### config.mk
export PLATFORM = sky130hd
export DESIGN_NAME = fifo_stream_reader
export DESIGN_NICKNAME = d
export VERILOG_FILES = /design/src/rtl/fifo_stream_reader.sv
export SDC_FILE = /design/constraint.sdc
export NUM_CORES = 1
export LEC_CHECK = 0
export BUFFER_PORTS_ARGS = -buffer_cell sky130_fd_sc_hd__buf_2
export CELL_PAD_IN_SITES_DETAIL_PLACEMENT = 1
export CELL_PAD_IN_SITES_GLOBAL_PLACEMENT = 1
export CORE_MARGIN = 3
export CORE_UTILIZATION = 37
export CTS_CLUSTER_SIZE = 40
export DETAILED_ROUTE_END_ITERATION = 10
export MAX_ROUTING_LAYER = met4
export PLACE_DENSITY_LB_ADDON = 0.1
export SYNTH_ARGS = -nofsm -noshare
export SYNTH_HDL_FRONTEND = slang
export SYNTH_SLANG_ARGS = --single-unit
### constraint.sdc
create_clock -name clk -period 2 [get_ports clk]
set_clock_uncertainty 0.1 [all_clocks]
set_input_delay 0.2 -clock clk [delete_from_list [all_inputs] [get_ports clk]]
set_output_delay 0.2 -clock clk [all_outputs]
set_load 0.02 [all_outputs]
### src/rtl/fifo_stream_reader.sv
// fifo_stream_reader: drains a 1-cycle-latency FIFO read port into a framed valid/ready stream
module fifo_stream_reader #(
    parameter int WIDTH   = 8,
    parameter int PKT_LEN = 4
) (
    input  logic             clk,
    input  logic             rst,
    input  logic             enable,
    input  logic             fifo_empty,
    input  logic [WIDTH-1:0] fifo_dout,
    output logic             fifo_read,
    output logic             m_valid,
    output logic [WIDTH-1:0] m_data,
    output logic             m_last,
    input  logic             m_ready,
    output logic [15:0]      pkt_count
);
    localparam int BW = PKT_LEN > 1 ? $clog2(PKT_LEN) : 1;
    localparam logic [BW-1:0] LAST_BEAT = BW'(PKT_LEN - 1);

    logic [1:0]       occ;
    logic             inflight;
    logic [BW-1:0]    beat;
    logic [WIDTH-1:0] slot0;
    logic [WIDTH-1:0] slot1;
    logic             pop;
    logic [1:0]       rem;

    assign m_valid = occ != 2'd0;
    assign m_data  = slot0;
    assign m_last  = m_valid && beat == LAST_BEAT;
    assign pop     = m_valid && m_ready;
    assign rem     = occ - {1'b0, pop};
    // a read is only issued when the word it returns is guaranteed a free slot two cycles later
    assign fifo_read = rst && enable && !fifo_empty &&
                       ({1'b0, occ} + {2'b0, inflight} < 3'd2 + {2'b0, pop});

    // buffer shifts on pop; a returning word lands in the first slot left free after the shift
    always_ff @(posedge clk or negedge rst) begin
        if (!rst) begin
            occ       <= 2'd0;
            inflight  <= 1'b0;
            beat      <= '0;
            slot0     <= '0;
            slot1     <= '0;
            pkt_count <= 16'd0;
        end else begin
            inflight <= fifo_read;
            occ      <= rem + {1'b0, inflight};
            slot0    <= (inflight && rem == 2'd0) ? fifo_dout : (pop ? slot1 : slot0);
            slot1    <= (inflight && rem == 2'd1) ? fifo_dout : slot1;
            if (pop) begin
                beat      <= m_last ? '0 : beat + 1'b1;
                pkt_count <= pkt_count + {15'd0, m_last};
            end
        end
    end
endmodule
* Word level (Yosys, flattened, before mapping)
Cells that the tools add are included.
Cells by class: add/subtract/negate cells 6, magnitude comparators 1, eq/ne operators 2, multiplexer cells 3, reduce and logical (&&, ||, !) cells 11
Operators by type and width (number):
- adder 16 x 1 -> 16 bit | 1
- 2-to-1 mux 8 bit | 2
- logical AND 1 bit | 7
- nonzero test 2 bit | 2
- adder 2 x 1 -> 3 bit | 1
- adder 2 x 1 -> 3 bit, first input constant | 1
- < comparator 3 bit | 1
- adder 2 x 1 -> 2 bit | 1
- adder 2 x 1 -> 2 bit, second input constant | 1
- equality test 2 x 1 -> 1 bit, second input constant | 1
- equality test 2 bit, second input constant | 1
- logical NOT 2 bit | 1
- 2-to-1 mux 2 bit | 1
- subtractor 2 x 1 -> 2 bit | 1
- logical NOT 1 bit | 1
Storage, ports and cells: register bits 37, input bits 13, output and inout bits 27, logic and storage cells 29

* Logic depth before layout (Yosys ltp)
Gate-level depths: netlist (run 1).
depth after elaboration 6, mapped depth 9, mapped depth without buffers 8

* Worst setup path after synthesis (run 1)
No wires, ideal clock.
path type flip-flop to flip-flop, start point register occ[1], end point register pkt_count[8], setup time 0.133 ns, arrival 1.972 ns, data required time 1.767 ns, setup slack -0.205 ns, cell stages (with the launch flop) 9, path buffers 0, clock period less this slack 2.205 ns, path through dfrtp_1 > or2_2 > and2_1 > ha_1 > ha_1 > nand4_1 > nor3_4 > and3_1 > xor2_1
On the way: cells in the longest elaborated chain, start to end 3, elaborated cells on any way between the ends 4, those cells by class 1 x add/sub; 3 x reduce/logical
RTL lines:
- from (decl) | RTL line 21 | logic [1:0] occ;
- from (signal assigned) | RTL line 49 | occ <= rem + {1'b0, inflight};
- nonzero test 2 bit | RTL line 29 | assign m_valid = occ != 2'd0;
- via m_valid | RTL line 12 | output logic m_valid,
- logical AND 1 bit | RTL line 31 | assign m_last = m_valid && beat == LAST_BEAT;
- via m_last | RTL line 14 | output logic m_last,
- adder 16 x 1 -> 16 bit | RTL line 54 | pkt_count <= pkt_count + {15'd0, m_last};
- to (signal assigned) | RTL line 54
- to (decl) | RTL line 16 | output logic [15:0] pkt_count
The timed path passes the listed nets, and every way through them passes these cells. A chain may end at the register's enable or synchronous reset.

* Final worst setup path (run 1)
start point register occ[0], end point register slot1[0]
On the way: cells in the longest elaborated chain, start to end 5
RTL lines:
- nonzero test 2 bit | RTL line 29
- logical AND 1 bit | RTL line 32 | assign pop = m_valid && m_ready;
- subtractor 2 x 1 -> 2 bit (*) | RTL line 33 | assign rem = occ - {1'b0, pop};
- equality test 2 x 1 -> 1 bit (*) | RTL line 51 | slot1 <= (inflight && rem == 2'd1) ? fifo_dout : slot1;
- logical AND 1 bit (*) | RTL line 51
- to (signal assigned) | RTL line 51
- to (decl) | RTL line 25 | logic [WIDTH-1:0] slot1;
Every way passes the cells marked *; elsewhere a longest branch is shown, timed or not.

==> implementation parameters, run 1 <==
Parameter                              Value

Run status
  Status    finished, violations left
  Failing checks    setup timing

Clock tree
  Clock slew seen by the registers of the worst setup and hold paths    0.08 ns
  Clock Sink Count    37
  CTS HTree Levels    2
  Clock tree root driver cell    clkbuf_8
  Num CTS Buffers    5
  Clock tree from TritonCTS    built
  Maximum clock insertion buffer count    2
  Source-to-sink clock delay at the later pin of the worst-skew pair    just under 0.3 ns

Placed design
  Input/output buffers    39
  Final RePlAce weighted congestion    ~0.73
  Detail Placement HPWL    2850 um
  Setup Slack @ Placement    -0.0222 ns

Pwr
  Power consumption    0.00297 W
  Worst supply voltage drop on vdd    between 0.5 and 0.6 mV
  Power density of the placed cells    1270 nW/um^2
  Leakage dissipation    roughly 1.2 nW

Floorplan
  Vertical die dimension    73.7 um
  Top-Level Pins    40
  Die Outline Area    5440 sq um
  Core region area    4380 sq um
  Initial core utilization    38.7%
  Placement row count    24
  Horizontal die dimension    ~74 um

Worst setup path
  Arr. time, crit path    2.08 ns
  Reg2reg setup slack    -0.007 ns
  Required time of the critical path    2.08 ns
  Critical path buffer and inverter count    3
  CP max stage cell    dfrtp_1
  Critical path capture point type    flop
  Largest fanout on the critical path    8
  Cell family with the largest share of critical-path delay    flip-flops
  Largest stage delay on the critical path    0.40 ns
  Crit-path cells    buf_6, buf_12, o21ai_4, inv_2, ha_4, xnor2_4, nand3_4, mux2_4
  Critical path launch point type    flop
  Worst setup path class    reg -> reg

Synthesis
  Netlist cell types    27
  Sequential share of the synthesized area    a little over half
  Gate Count Post-Synth    150
  Nets in the synthesized netlist    170
  Netlist Area Pre-Place    1700 sq um
  Synth warn    0
  Flip-flop and latch count after synthesis    37
  Per-instance average area after synthesis    around 11 sq um

Global route
  Global-route met2 utilization    27.7%
  Maximum number of pins on one net before global-route repair    38
  Total track usage    16.8%
  Antenna violations before repair    0
  Congestion Overflow GR    0
  Global Route met1 Usage    about a fifth
  Peak-usage layer in the global routing report    met2
  Grt met3 use    approximately 4%
  Via count of the first global-routing pass    1,390
  Global-route wire length before repair    6670 um

Timing
  Number of pins exceeding their max-slew limit in the final report    0
  Max-slew headroom    roughly two thirds
  Number of setup violations in the final report    1
  Max Clk Rate    498 MHz
  Setup slack after layout    -0.00676 ns
  Hold violation count in the final report    0
  Final worst path period share    100%
  Transition time of the tightest slew-check pin    0.479 ns
  Shortest period the worst path allows    between 2 and 2.5 ns
  Unrepaired setup endpoints after global routing    yes

Drt
  Initial detailed-routing violation count    43
  Drt drc    0
  Via count of the routed design    1,309
  Via-to-Cell Ratio    5.07
  Per-cell routed wire length    15.9 um
  Number of detailed-routing iterations run before antenna repair    4
  Post-detailed-routing wire length    4100 um
  Final antenna-violating net count    0

Finish
  Antenna diode count    0
  Util after Layout    between 50% and 60%
  Area added between synthesis and finish    37.4%
  Net total in the final layout    225
  Share of final-layout standard cells stronger than drive strength 1    44.2%

Flow run
  Number of max-capacitance violations reported    0

Min path
  Hold/Removal Path Class    in -> reg
[metrics by stage]
stage	cells	TNS, ns	cell area, sq um	hold WS, ns
after CTS	255	-0.0546	2230	0.0422
after detailed placement	244	-0.0295	2030	0.245
after global placement	244	0	2030	0.235
final	258	-0.00676	2330	0.0571
after global routing	258	-1.19	2330	0.0500
after floorplan	150	-0.383	1760	-0.196
[cells in the final DEF (no fill, tap or decap), types with 2 or more instances in the layout]
cell type,count
nand4_1,4
and3_1,5
inv_1,3
xor2_1,6
buf_2,38
or2_4,2
xnor2_1,7
dfrtp_1,35
a31oi_1,8
nand3_1,4
clkbuf_8,6
nand2_1,29
xnor2_2,2
dfrtp_2,2
buf_6,3
nand3_4,3
ha_4,5
nor2_1,10
mux2_2,7
buf_4,8
[per-layer routing]
| metal | routed length, um | vias to the layer above |
|---|---|---|
| li1 | - | 629 |
| met1 | 1780 | 644 |
| met2 | 2070 | 29 |
| met4 | 78 | 0 |
| met3 | 169 | 7 |
| met5 | 0 | - |
[timing repair]
| item | CTS | global route |
|---|---|---|
| hold endpoints to repair | 37 | 0 |
| resized for setup | 8 | 14 |
| setup endpoints to repair | 8 | 22 |
| pin swaps | 3 | 6 |
| setup buffers | 2 | 3 |
| hold buffers | 1 | 0 |
[cell families after synthesis]
family	Yosys count	synth area share, %
adder cells (fa/ha/maj)	7	5.16
multiplexers	8	5.31
AND/OR/NAND/NOR	64	19.7
flip-flops	37	54.5
XOR/XNOR	16	8.70
buffers and inverters	7	1.92
AO/OA/AOI/OAI	11	4.64
[layout make-up]
type | count | area, sq um
multi-input combinational | 106 | 891
tap | 52 | 65.1
sequential | 37 | 928
clock buffer | 6 | 82.6
fill | 481 | 2050
timing repair buffer | 51 | 314
clock inverter | 2 | 37.5
inverter | 4 | 15.0
[synth_stat cells]
cell	count	area share [%]
nand2_1	29	6.4
xnor2_1	9	4.6
mux2_2	8	5.3
and2_1	1	0.37
a21o_1	1	0.44
or2_4	1	0.52
and3_1	5	1.8
nor3_1	1	0.29
nor4_4	1	1.3
nor3_4	1	0.96
nor4b_1	1	0.52
ha_1	7	5.2
o21ai_4	1	0.96
dfrtp_1	37	55
nand3_2	2	1.2
inv_1	4	0.88
buf_4	1	0.44
nor2_1	10	2.2
or2_2	1	0.37
nand4_1	4	1.5
buf_2	2	0.59
xnor2_2	1	0.96
xor2_1	6	3.1
o21ai_0	1	0.29
nand3_1	6	1.8
nor3_2	1	0.59
a31oi_1	8	2.9
[registers in the layout (all words and copies together), names as in the netlist]
signal and flops:
inflight 1, beat 2, pkt_count 16, occ 2, slot1 8, m_data 8
[final timing paths]
check                              start       endpoint  cells past startpoint
max                               occ[0]       slot1[0]                      8
min                         fifo_dout[5]       slot1[5]                      2
max reg2reg                       occ[0]       slot1[0]                      8
min reg2reg                pkt_count[15]  pkt_count[15]                      1
max in group asynchronous            rst       inflight                      3
min in group asynchronous            rst   pkt_count[5]                      3
[power by group]
group          total, W  internal [W]  switching [W]
Combinational   0.00119      0.000561       0.000626
Sequential      0.00110      0.000960       0.000141
Clock          0.000682      0.000405       0.000277
Note: power is estimated with default switching activity, not from simulation.
==> inputs of run 2 (changes only) <==
--- a/config.mk
+++ b/config.mk
@@ -5,11 +5,12 @@
 export SDC_FILE = /design/constraint.sdc
 export NUM_CORES = 1
 export LEC_CHECK = 0
+export ABC_AREA = 1
 export BUFFER_PORTS_ARGS = -buffer_cell sky130_fd_sc_hd__buf_2
 export CELL_PAD_IN_SITES_DETAIL_PLACEMENT = 1
 export CELL_PAD_IN_SITES_GLOBAL_PLACEMENT = 1
 export CORE_MARGIN = 3
-export CORE_UTILIZATION = 37
+export CORE_UTILIZATION = 36
 export CTS_CLUSTER_SIZE = 40
 export DETAILED_ROUTE_END_ITERATION = 10
 export MAX_ROUTING_LAYER = met4
==> implementation parameters, run 2 <==
Parameter                              Value

Drt
  Via count of the routed design    1,625 (+24%)
  Initial detailed-routing violation count    61 (+42%)
  Number of detailed-routing iterations run before antenna repair    4 (unchanged)
  Per-cell routed wire length    14.0 um (-12%)
  Drt drc    0 (unchanged)
  Post-detailed-routing wire length    4710 um (+15%)
  Via-to-Cell Ratio    4.82 (-5.0%)
  Final antenna-violating net count    0 (unchanged)

Pwr
  Worst supply voltage drop on vdd    0.561 mV (+12%)
  Leakage dissipation    1.24 nW (+5.1%)
  Power density of the placed cells    1210 nW/um^2 (-5.3%)

Clock tree
  Clock tree root driver cell    clkbuf_8
  Clock tree from TritonCTS    built
  Clock slew seen by the registers of the worst setup and hold paths    0.08 ns (about the same)
  Num CTS Buffers    5 (unchanged)
  Clock Sink Count    37 (unchanged)
  Maximum clock insertion buffer count    2 (unchanged)
  Source-to-sink clock delay at the later pin of the worst-skew pair    0.29 ns (about the same)
  CTS HTree Levels    2 (unchanged)

Global route
  Peak-usage layer in the global routing report    met2
  Antenna violations before repair    0 (unchanged)
  Global-route wire length before repair    7690 um (+15%)
  Grt met3 use    5.16% (+1.1 points)
  Via count of the first global-routing pass    1,642 (+18%)
  Congestion Overflow GR    0 (unchanged)
  Global Route met1 Usage    20.5% (+0.51 points)
  Maximum number of pins on one net before global-route repair    38 (unchanged)
  Total track usage    16.2% (-0.60 points)
  Global-route met2 utilization    25.1% (-2.6 points)

Synthesis
  Sequential share of the synthesized area    49.0% (-5.5 points)
  Netlist cell types    21 (-22%)
  Gate Count Post-Synth    219 (+46%)
  Post-Synth Adder-Cell Area    4.64% (-0.52 points)
  Synth warn    0 (unchanged)
  Nets in the synthesized netlist    239 (+41%)
  Area fraction of the dominant cell type after synthesis    49.0% (-5.5 points)
  Cell type contributing the most total cell area after synthesis    dfrtp_1
  Largest cells by area after synthesis    dfrtp_1, nand2_1, nand3_1
  Flip-flop and latch count after synthesis    37 (unchanged)
  Complex-gate fraction of the synthesized area    3.05% (-1.6 points)
  Dominant combinational cell family by area after synthesis    simple AND/OR/NAND/NOR gates
  Per-instance average area after synthesis    8.62 sq um (-24%)
  Netlist Area Pre-Place    1890 sq um (+11%)
  Post-synth top cells    nand2_1, dfrtp_1, nand3_1, inv_1, nor2_1
  EDFF count, synth    0 (unchanged)
  Share of async-settable or async-resettable flops after synthesis    100% (unchanged)
  Post-synthesis share of cell area spent on xor and xnor gates    5.10% (-3.6 points)
  Cell with the most instances after synthesis    nand2_1
  Post-Synth Simple-Gate Area    29.1% (+9.3 points)
  Most used flip-flop cell after synthesis    dfrtp_1
  Share of cell area taken by muxes after synthesis    0% (-5.3 points)

Placed design
  Final RePlAce weighted congestion    0.758 (+3.2%)
  Detail Placement HPWL    3270 um (+15%)
  Input/output buffers    39 (unchanged)
  Setup Slack @ Placement    -0.00973 ns (+0.0125 ns)
  Number of cells in the design after placement    323 (+32%)

Flow run
  Number of max-capacitance violations reported    0 (unchanged)

Finish
  Register ranked first by flip-flop count    pkt_count
  Antenna diode count    0 (unchanged)
  Area of the multi-input gates    860 sq um (-3.5%)
  Leading cell type in the layout, fill and taps excluded    nand2_1
  Area added between synthesis and finish    27.9%
  Filler cell count in the final layout    609 (+27%)
  Share of final-layout standard cells stronger than drive strength 1    28.5% (-16 points)
  Util after Layout    49.5% (-3.7 points)
  Net total in the final layout    289 (+28%)
  Top library cells by usage in the layout, fill and taps aside    nand2_1, buf_2, dfrtp_1
  Flip-flop count of the largest register, all copies and words added    16 (unchanged)
  Non-filler cells, final    337 (+31%)
  Register area    926 sq um (-0.27%)

Floorplan
  Placement row count    25 (+4.2%)
  Core region area    4880 sq um (+11%)
  Die Outline Area    6150 sq um (+13%)
  Initial core utilization    38.7% (about the same)
  Horizontal die dimension    78.4 um (+6.3%)
  Vertical die dimension    78.4 um (+6.3%)
  Top-Level Pins    40 (unchanged)

Worst setup path
  Required time of the critical path    1.70 ns (-0.38 ns)
  Largest fanout on the critical path    3 (-5)
  Worst setup path class    reg -> out
  Critical path launch point type    flop
  Critical path capture point type    output port
  FF-to-FF End    m_data[0]
  R2r worst-path depth    8 (unchanged)
  Reg2reg setup slack    0.13 ns (+0.14 ns)
  Startpoint of the most critical setup path    occ[0]
  Worst setup path end    fifo_read
  Startpoint of the most critical register-to-register path    occ[1]
  Arr. time, crit path    1.61 ns (-0.47 ns)

Min path
  Hold/Removal Path Class    in -> reg

Timing
  Final worst path period share    95.4% (-4.9 points)
  Setup slack after layout    0.0911 ns (+0.0978 ns)
  Number of setup violations in the final report    0 (-1)
  Number of pins exceeding their max-slew limit in the final report    0 (unchanged)
  Unrepaired setup endpoints after global routing    yes
  Smallest hold slack    0.0737 ns (+0.0166 ns)
  Max-slew headroom    67.1% (-0.94 points)
  Transition time of the tightest slew-check pin    0.493 ns (+0.0140 ns)
  Post-route setup TNS    0 ns (+0.00676 ns)
  Shortest period the worst path allows    1.91 ns (-0.0978 ns)
  Hold violation count in the final report    0 (unchanged)
  Max Clk Rate    524 MHz (+5.1%)

Run status
  Status    completed
[run 2: worst min-delay path by stage]
stage | from | end | cells past startpoint
final | fifo_dout[2] | slot1[2] | 3
after global routing | fifo_dout[5] | slot1[5] | 3
after CTS | fifo_dout[1] | slot1[1] | 3
after detailed placement | rst | pkt_count[0] | 2
after global placement | rst | pkt_count[0] | 2
after floorplan | rst | beat[0] | 0
[run 2: report_power, final]
group          total [W]  switching (W)  internal, W
Clock           0.000680       0.000274     0.000406
Combinational    0.00114       0.000677     0.000461
Sequential       0.00109       0.000146     0.000947
[run 2: layout make-up]
| type | count | area share [%] |
|---|---|---|
| flip-flops and latches | 37 | 38.3 |
| clock inverters | 2 | 1.55 |
| multi-input cells | 146 | 35.6 |
| repair buffers | 51 | 13.3 |
| clock buffers | 6 | 3.42 |
| inverters | 28 | 4.35 |
| well taps | 67 | 3.47 |
[run 2: what timing repair did]
item,4_1_cts,5_1_grt
resized for setup,6,16
pin swaps,0,4
buffers inserted,1,3
setup endpoints to repair,2,25
hold endpoints to repair,37,0
hold buffers,1,0
cloned,0,1
[run 2: layer usage]
metal | wire (um) | vias up
met5 | 0 | -
met4 | 70 | 0
met3 | 224 | 9
met2 | 2180 | 36
met1 | 2240 | 775
li1 | - | 805
[run 2: logic make-up after synthesis]
| logic type | after synthesis |
|---|---|
| buf+inv | 36 |
| flops | 37 |
| compound gates | 11 |
| xor+xnor | 11 |
| simple gates | 117 |
| fa+ha+maj | 7 |
[run 2: stage by stage]
stage	total power (W)	instance area, sq um
3_3_place_gp	0.00207	2150
5_1_grt	0.00313	2410
6_report	0.00291	2410
2_1_floorplan	0.00181	1890
4_1_cts	0.00283	2310
3_5_place_dp	0.00209	2150
[run 2: critical path, cell delays in order, from the launching register on]
cell	delay, ns
dfrtp_1	0.41
nor2_4	0.06
nor2_4	0.15
buf_12	0.11
inv_1	0.04
or2_4	0.22
a21oi_2	0.15
buf_4	0.16
